File: src/rtl/btn_mem_pkg.sv
// btn_mem_pkg: shared FSM state type and fixed-mode address helper for btn_mem_writer.
package btn_mem_pkg;

    typedef enum logic {IDLE, WRITE} state_t;

    function automatic logic [63:0] fixed_addr(input logic [63:0] base, input logic [63:0] stride,
                                               input int unsigned idx);
        return base + 64'(idx) * stride;
    endfunction

endpackage

File: src/rtl/btn_debounce.sv
// btn_debounce: 2-flop synchroniser, debounce counter and one-cycle press pulse for one
// active-low button.
module btn_debounce #(
    parameter int DEBOUNCE_CYC = 4
) (
    input  logic clk,
    input  logic rst_n,
    input  logic i_btn_n,
    output logic o_press
);
    localparam int CNT_W = $clog2(DEBOUNCE_CYC + 1);

    logic [1:0]       r_sync;
    logic             r_db;
    logic             r_db_d;
    logic [CNT_W-1:0] r_cnt;

    // Counter tracks consecutive cycles the synced level differs from the accepted one.
    always_ff @(posedge clk or negedge rst_n) begin
        if (!rst_n) begin
            r_sync <= 2'b11;
            r_db   <= 1'b1;
            r_db_d <= 1'b1;
            r_cnt  <= '0;
        end else begin
            r_sync <= {r_sync[0], i_btn_n};
            r_db_d <= r_db;
            if (r_sync[1] == r_db) begin
                r_cnt <= '0;
            end else if (r_cnt == CNT_W'(DEBOUNCE_CYC - 1)) begin
                r_db  <= r_sync[1];
                r_cnt <= '0;
            end else begin
                r_cnt <= r_cnt + 1'b1;
            end
        end
    end

    assign o_press = r_db_d & ~r_db;

endmodule

File: src/rtl/btn_mem_writer.sv
// btn_mem_writer: turns debounced button presses into single req/ack memory writes,
// with fixed per-button or sequential log addressing.
module btn_mem_writer
    import btn_mem_pkg::*;
#(
    parameter int          N_BTN        = 3,
    parameter int          ADDR_W       = 32,
    parameter int          DATA_W       = 32,
    parameter int          DEBOUNCE_CYC = 4,
    parameter int unsigned BASE_ADDR    = 1,
    parameter int unsigned ADDR_STRIDE  = 0,
    parameter int          LOG_MODE     = 0,
    parameter int          LOG_DEPTH    = 16
) (
    input  logic              clk,
    input  logic              rst_n,
    input  logic [N_BTN-1:0]  btn,
    output logic              mem_we,
    output logic [ADDR_W-1:0] mem_addr,
    output logic [DATA_W-1:0] mem_data,
    input  logic              mem_ack,
    output logic              busy,
    output logic              drop
);
    localparam int IDX_W = $clog2(N_BTN + 1);
    localparam int PTR_W = (LOG_DEPTH > 1) ? $clog2(LOG_DEPTH) : 1;

    logic [N_BTN-1:0]  w_press;
    logic [N_BTN-1:0]  w_drop_mask;
    logic [N_BTN-1:0]  w_clr;
    logic [N_BTN-1:0]  r_pending;
    logic [IDX_W-1:0]  w_sel;
    logic [IDX_W-1:0]  r_cur;
    logic [PTR_W-1:0]  r_ptr;
    logic [ADDR_W-1:0] w_addr;
    logic [ADDR_W-1:0] r_addr;
    logic [DATA_W-1:0] r_data;
    logic              r_drop;
    logic              w_load;
    logic              w_done;
    state_t            r_state;
    state_t            w_state_nxt;

    for (genvar i = 0; i < N_BTN; i++) begin : g_db
        btn_debounce #(.DEBOUNCE_CYC(DEBOUNCE_CYC)) u_db (
            .clk     (clk),
            .rst_n   (rst_n),
            .i_btn_n (btn[i]),
            .o_press (w_press[i])
        );
    end

    always_comb begin
        w_sel = '0;
        for (int k = N_BTN - 1; k >= 0; k--)
            if (r_pending[k]) w_sel = IDX_W'(k);
    end

    always_comb begin
        w_load      = (r_state == IDLE) && (|r_pending);
        w_done      = (r_state == WRITE) && mem_ack;
        w_state_nxt = w_load ? WRITE : w_done ? IDLE : r_state;
        w_clr       = w_load ? (N_BTN'(1) << w_sel) : '0;
        // The button being written counts as pending so a re-press during its write is dropped.
        w_drop_mask = r_pending | ((r_state == WRITE) ? (N_BTN'(1) << r_cur) : '0);
        w_addr      = (LOG_MODE != 0) ? ADDR_W'(64'(BASE_ADDR) + 64'(r_ptr))
                                      : ADDR_W'(fixed_addr(64'(BASE_ADDR), 64'(ADDR_STRIDE), 32'(w_sel)));
    end

    always_ff @(posedge clk or negedge rst_n) begin
        if (!rst_n) r_state <= IDLE;
        else        r_state <= w_state_nxt;
    end

    always_ff @(posedge clk or negedge rst_n) begin
        if (!rst_n) begin
            r_pending <= '0;
            r_drop    <= 1'b0;
            r_cur     <= '0;
            r_addr    <= '0;
            r_data    <= '0;
            r_ptr     <= '0;
        end else begin
            r_pending <= (r_pending | (w_press & ~w_drop_mask)) & ~w_clr;
            r_drop    <= |(w_press & w_drop_mask);
            if (w_load) begin
                r_cur  <= w_sel;
                r_addr <= w_addr;
                r_data <= DATA_W'(w_sel) + DATA_W'(1);
            end
            if (w_done && LOG_MODE != 0)
                r_ptr <= (r_ptr == PTR_W'(LOG_DEPTH - 1)) ? '0 : r_ptr + 1'b1;
        end
    end

    assign mem_we   = (r_state == WRITE);
    assign mem_addr = r_addr;
    assign mem_data = r_data;
    assign busy     = mem_we | (|r_pending);
    assign drop     = r_drop;

endmodule

File: config.mk
export PLATFORM = sky130hd
export DESIGN_NAME = btn_mem_writer
export DESIGN_NICKNAME = d
export VERILOG_FILES = /design/src/rtl/btn_mem_pkg.sv /design/src/rtl/btn_debounce.sv /design/src/rtl/btn_mem_writer.sv
export SDC_FILE = /design/constraint.sdc
export NUM_CORES = 1
export LEC_CHECK = 0
export ABC_AREA = 1
export BUFFER_PORTS_ARGS = -buffer_cell sky130_fd_sc_hd__buf_2
export CORE_MARGIN = 3
export CORE_UTILIZATION = 50
export DETAILED_ROUTE_END_ITERATION = 6
export PLACE_DENSITY = 0.86
export SYNTH_ARGS = -nofsm -noshare
export SYNTH_HDL_FRONTEND = slang
export SYNTH_SLANG_ARGS = --single-unit
File: constraint.sdc
create_clock -name clk -period 3.6 [get_ports clk]
set_clock_uncertainty 0.2 [all_clocks]
set_input_delay 0.36 -clock clk [delete_from_list [all_inputs] [get_ports clk]]
set_output_delay 0.36 -clock clk [all_outputs]
set_load 0.05 [all_outputs]
### Word level (Yosys, flattened, before mapping)

Index checks and enable logic that the tools add are counted.

| word-level totals | value |
|---|---|
| register bits | 61 |
| input bits | 6 |
| output and inout port bits | 67 |
| logic and storage cells | 69 |

| operators by class | value |
|---|---|
| add/sub/neg operators | 4 |
| eq/ne operators | 6 |
| shift-type cells | 2 |
| multiplexer cells | 13 |
| bitwise gates (word level) | 18 |
| reduce and logical (&&, ||, !) cells | 8 |

Operator list:

| cell | count |
|---|---|
| 2-to-1 mux 3 bit | 8 |
| adder 3 x 1 -> 3 bit (second input constant) | 3 |
| bitwise AND 3 bit | 3 |
| equality test 3 x 2 -> 1 bit (second input constant) | 3 |
| NOT 1 bit | 7 |
| 2-to-1 mux 2 bit | 3 |
| NOT 3 bit | 2 |
| bitwise OR 3 bit | 2 |
| AND reduction 2 bit | 3 |
| OR reduction 3 bit | 2 |
| << shifter 1 x 2 -> 3 bit (first input constant) | 2 |
| adder 2 x 1 -> 3 bit (second input constant) | 1 |
| bitwise AND 1 bit | 3 |
| equality test 1 bit | 3 |
| logical AND 1 bit | 2 |
| 2-to-1 mux 1 bit | 2 |
| nonzero test 2 bit | 1 |
| bitwise OR 1 bit | 1 |

### Depth between registers and ports, before layout

| logic depth | value |
|---|---|
| depth in word-level cells | 7 |
| mapped depth | 5 |
| depth with buffers taken out | 5 |

### Cells and area by module

Synthesis repeated with hierarchy kept, for this count alone.

| second synthesis, totals | value |
|---|---|
| cells, all modules | 197 |
| area, all modules | 1755.4 um^2 |

By module, submodules not included:

| module | instances | cells each | area an instance (um^2) | seq. area each (um^2) |
|---|---|---|---|---|
| btn_mem_writer | 1 | 113 | 933.4 | 275.3 |
| btn_debounce | 3 | 28 | 274.0 | 180.2 |

### Worst setup path after synthesis

OpenSTA, ideal clock, no wires.

| path | value |
|---|---|
| path kind | register -> output |
| start | register r_state, in the netlist mem_we |
| end | output port busy |
| arrival time | 1250 ps |
| required time | 3040 ps |
| setup slack | 1790 ps |
| cell stages (with the launch flop) | 3 |
| path buffers | 0 |
| path through | dfrtp_1 > inv_2 > nand4_1 |

| between the ends | value |
|---|---|
| word-level cells in the longest chain between the ends | 1 |

Ends and longest elaborated chain:

| element | RTL line | text |
|---|---|---|
| start, declared | btn_mem_writer.sv:41 | `state_t r_state;` |
| start signal, assigned | btn_mem_writer.sv:72 | `else r_state <= w_state_nxt;` |
| bitwise OR 1 bit | btn_mem_writer.sv:99 | `assign busy = mem_we \| (\|r_pending);` |
| end, declared | btn_mem_writer.sv:22 | `output logic busy,` |

Every way passes these cells.

### Worst setup path in the final report

Same ends and word-level chain as after synthesis.

==> key figures <==
Yosys
  – Post-synth top area cell: dfrtp_1
  – Post-Syn Instances: 176
  – Seq cells post-synth: 32
  – EDFF count, synth: 0
  – Top cell type's share of synthesized area: 30.0%
  – Synth top area cells: dfrtp_1, buf_4, dfstp_2
  – Synth cell types: 20
  – Async S/R FF share, synth: between 90% and 100%
  – Register area share after synthesis: about half
  – Netlist Area Pre-Place: 1670 um^2
  – Synthesis Warnings: 0
  – Synth Flop Type: dfrtp_1
  – Syn avg cell area: 9.48 um^2

Global route
  – GR Overflow Total: 0
  – First-pass GRT wire length: roughly 3.5 mm
  – Vias in the first global route: between 700 and 800
  – Initial antenna violation count: 0
  – All-Layer GR Usage: a little under an eighth
  – Largest net degree at the start of global routing: 33

Clock network
  – Cts bufs inserted: 5
  – Clock tree sinks: 32
  – Clk slew on worst S/H paths: roughly 100 ps
  – Root Driver: clkbuf_4
  – TritonCTS clock tree: yes
  – Clock buffer depth: 2
  – Post-cts resize count: 0
  – # H-tree levels: 2
  – Worst-Skew Late Latency: about 330 ps

Layout
  – Share of cells above drive strength 1: between 10% and 20%
  – Fill cells: roughly 300
  – Final Net Count: just over 200
  – N_diodes: 0
  – Most common cell after layout, fill and taps aside: conb_1
  – Commonest non-fill, non-tap cells in the layout: conb_1, nand2_1, dfrtp_1
  – Area grow syn2layout: 0.150%

Routing
  – Antenna Violating Nets Remaining: 0
  – Drt pass-1 iters: 4
  – Vias/cell: 3.95
  – Initial drt markers: 50
  – WL/cell: ~9 um
  – # DRC: 0
  – Via count: 959
  – WL final: ~2.2 mm

Power and ir drop
  – Static leakage: ~0.9 nW
  – Maximum vdd drop: approximately 280 uV
  – Pwr per Cell Area: ~820 nW/um^2
  – Power, Total: between 1 and 1.5 mW

STA
  – Sum Neg Setup Slack: 0 ps
  – Hold violation count in the final report: 0
  – Final setup viols: 0
  – Fin crit period: around 1800 ps
  – Worst-margin pin slew: 663 ps
  – Max Freq: ~550 MHz
  – Final period util: roughly half
  – RSZ-0062 raised after global routing: false
  – Pins Over Slew Limit: 0
  – Normalized max-slew margin: 55.8%

Worst setup path
  – Crit end category: primary output
  – Register-to-register path setup slack: around 2300 ps
  – CP Class: reg -> out
  – Crit path launch type: register
  – Critical path arrival: approximately 1300 ps
  – Worst Path Required: slightly above 3000 ps
  – Crit Path Max Fanout: 6

Floorplanning
  – CORE AREA: roughly 3100 um^2
  – Ports: 73
  – Initial Util: 53.4%
  – Die Y: 63.8 um
  – Die W: 63.8 um
  – Die area: 4070 um^2
  – Site Rows: 20

Placement
  – Port bufs: 12
  – HPWL Detailed: 1.74 mm
  – Gp weighted congestion: 0.761

Min path
  – Hold crit path type: in -> reg

Run status
  – Status: finished clean

Flow run
  – Max-Cap Viols: 0
==> worst paths after layout <==
check                                  startpoint                     end  cells after the start
min in group asynchronous                   rst_n   g_db[2].u_db.r_cnt[0]                      2
setup reg to reg                     r_pending[0]                  mem_we                      4
setup / recovery                           mem_we                    busy                      3
hold reg to reg            g_db[0].u_db.r_sync[0]  g_db[0].u_db.r_sync[1]                      0
max in group asynchronous                   rst_n   g_db[1].u_db.r_cnt[1]                      2
hold / removal                            mem_ack                  mem_we                      2
==> sequential cells by signal, indices dropped and copies added (netlist names) <==
register / flops
g_db.u_db.r_cnt: 9
g_db.u_db.r_sync: 6
g_db.u_db.r_db: 3
g_db.u_db.r_db_d: 3
mem_data: 3
r_pending: 3
r_cur: 2
drop: 1
mem_addr: 1
mem_we: 1
==> kinds of logic (layout without fill, tap and decap cells) <==
kind of cell	count (synthesis)	count (layout)	synth area share [%]
xor+xnor	3	3	1.57
flops	32	32	48.9
other cells	1	60	0.225
buf+inv	78	42	31.0
fa+ha+maj	3	3	2.25
simple gates	53	53	14.1
compound gates	6	6	1.95
==> per-layer routing <==
layer  global-route usage (%)  share of wire (%)  vias to the layer above
met2                     17.1                 51                       47
li1                         -                  -                      463
met4                     4.04                1.2                        0
met1                     14.6                 39                      445
met3                     5.27                8.5                        4
met5                        0                  0                        -
==> per-stage QoR <==
step | utilization (%) | instance area, um^2 | hold slack, ps | cells | worst slack [ps]
after floorplan | - | 1890 | -136 | 235 | 1790
after global routing | 53.4 | 1670 | 47.8 | 243 | 1690
after global placement | 49.7 | 1560 | 146 | 231 | 2200
after detailed placement | 49.7 | 1560 | 148 | 231 | 2150
final | 53.4 | 1670 | 49.4 | 243 | 1790
after CTS | 53.4 | 1670 | 41.9 | 243 | 1770
==> what timing repair did <==
| action | in CTS | in global routing |
|---|---|---|
| hold buffers | 4 | 0 |
| buffers inserted | 0 | 0 |
| hold endpoints to repair | 23 | 0 |
==> cells in the mapped netlist, types with 2 or more instances <==
cell type / count
buf_4: 60
nand3_1: 6
inv_1: 17
dfrtp_1: 20
ha_1: 3
xnor2_1: 3
nor2_1: 8
nand4_1: 2
dfstp_2: 12
nor3_1: 5
o21ai_0: 3
a21oi_1: 2
nand2_1: 28
==> critical path, stage by stage (launching register included) <==
cell	delay (ps)
dfrtp_1	490
inv_2	100
nand4_1	80
buf_2	260
==> where the power goes <==
group	total [mW]	leakage, nW	switching, mW	internal [mW]
clock	0.264	0.0422	0.118	0.146
combinational	0.548	0.497	0.419	0.129
sequential	0.562	0.376	0.0693	0.493
==> final cells by class <==
type / count / area (um^2) / share of cell area (%)
flip-flops and latches: 32 / 816 / 48.8
multi-input cells: 125 / 557 / 33.3
repair buffers: 16 / 100 / 5.99
inverters: 18 / 67.6 / 4.04
well taps: 44 / 55.1 / 3.29
clock buffers: 6 / 41.3 / 2.47
clock inverters: 2 / 35.0 / 2.10
No activity file was read; power rests on OpenSTA's default activity.
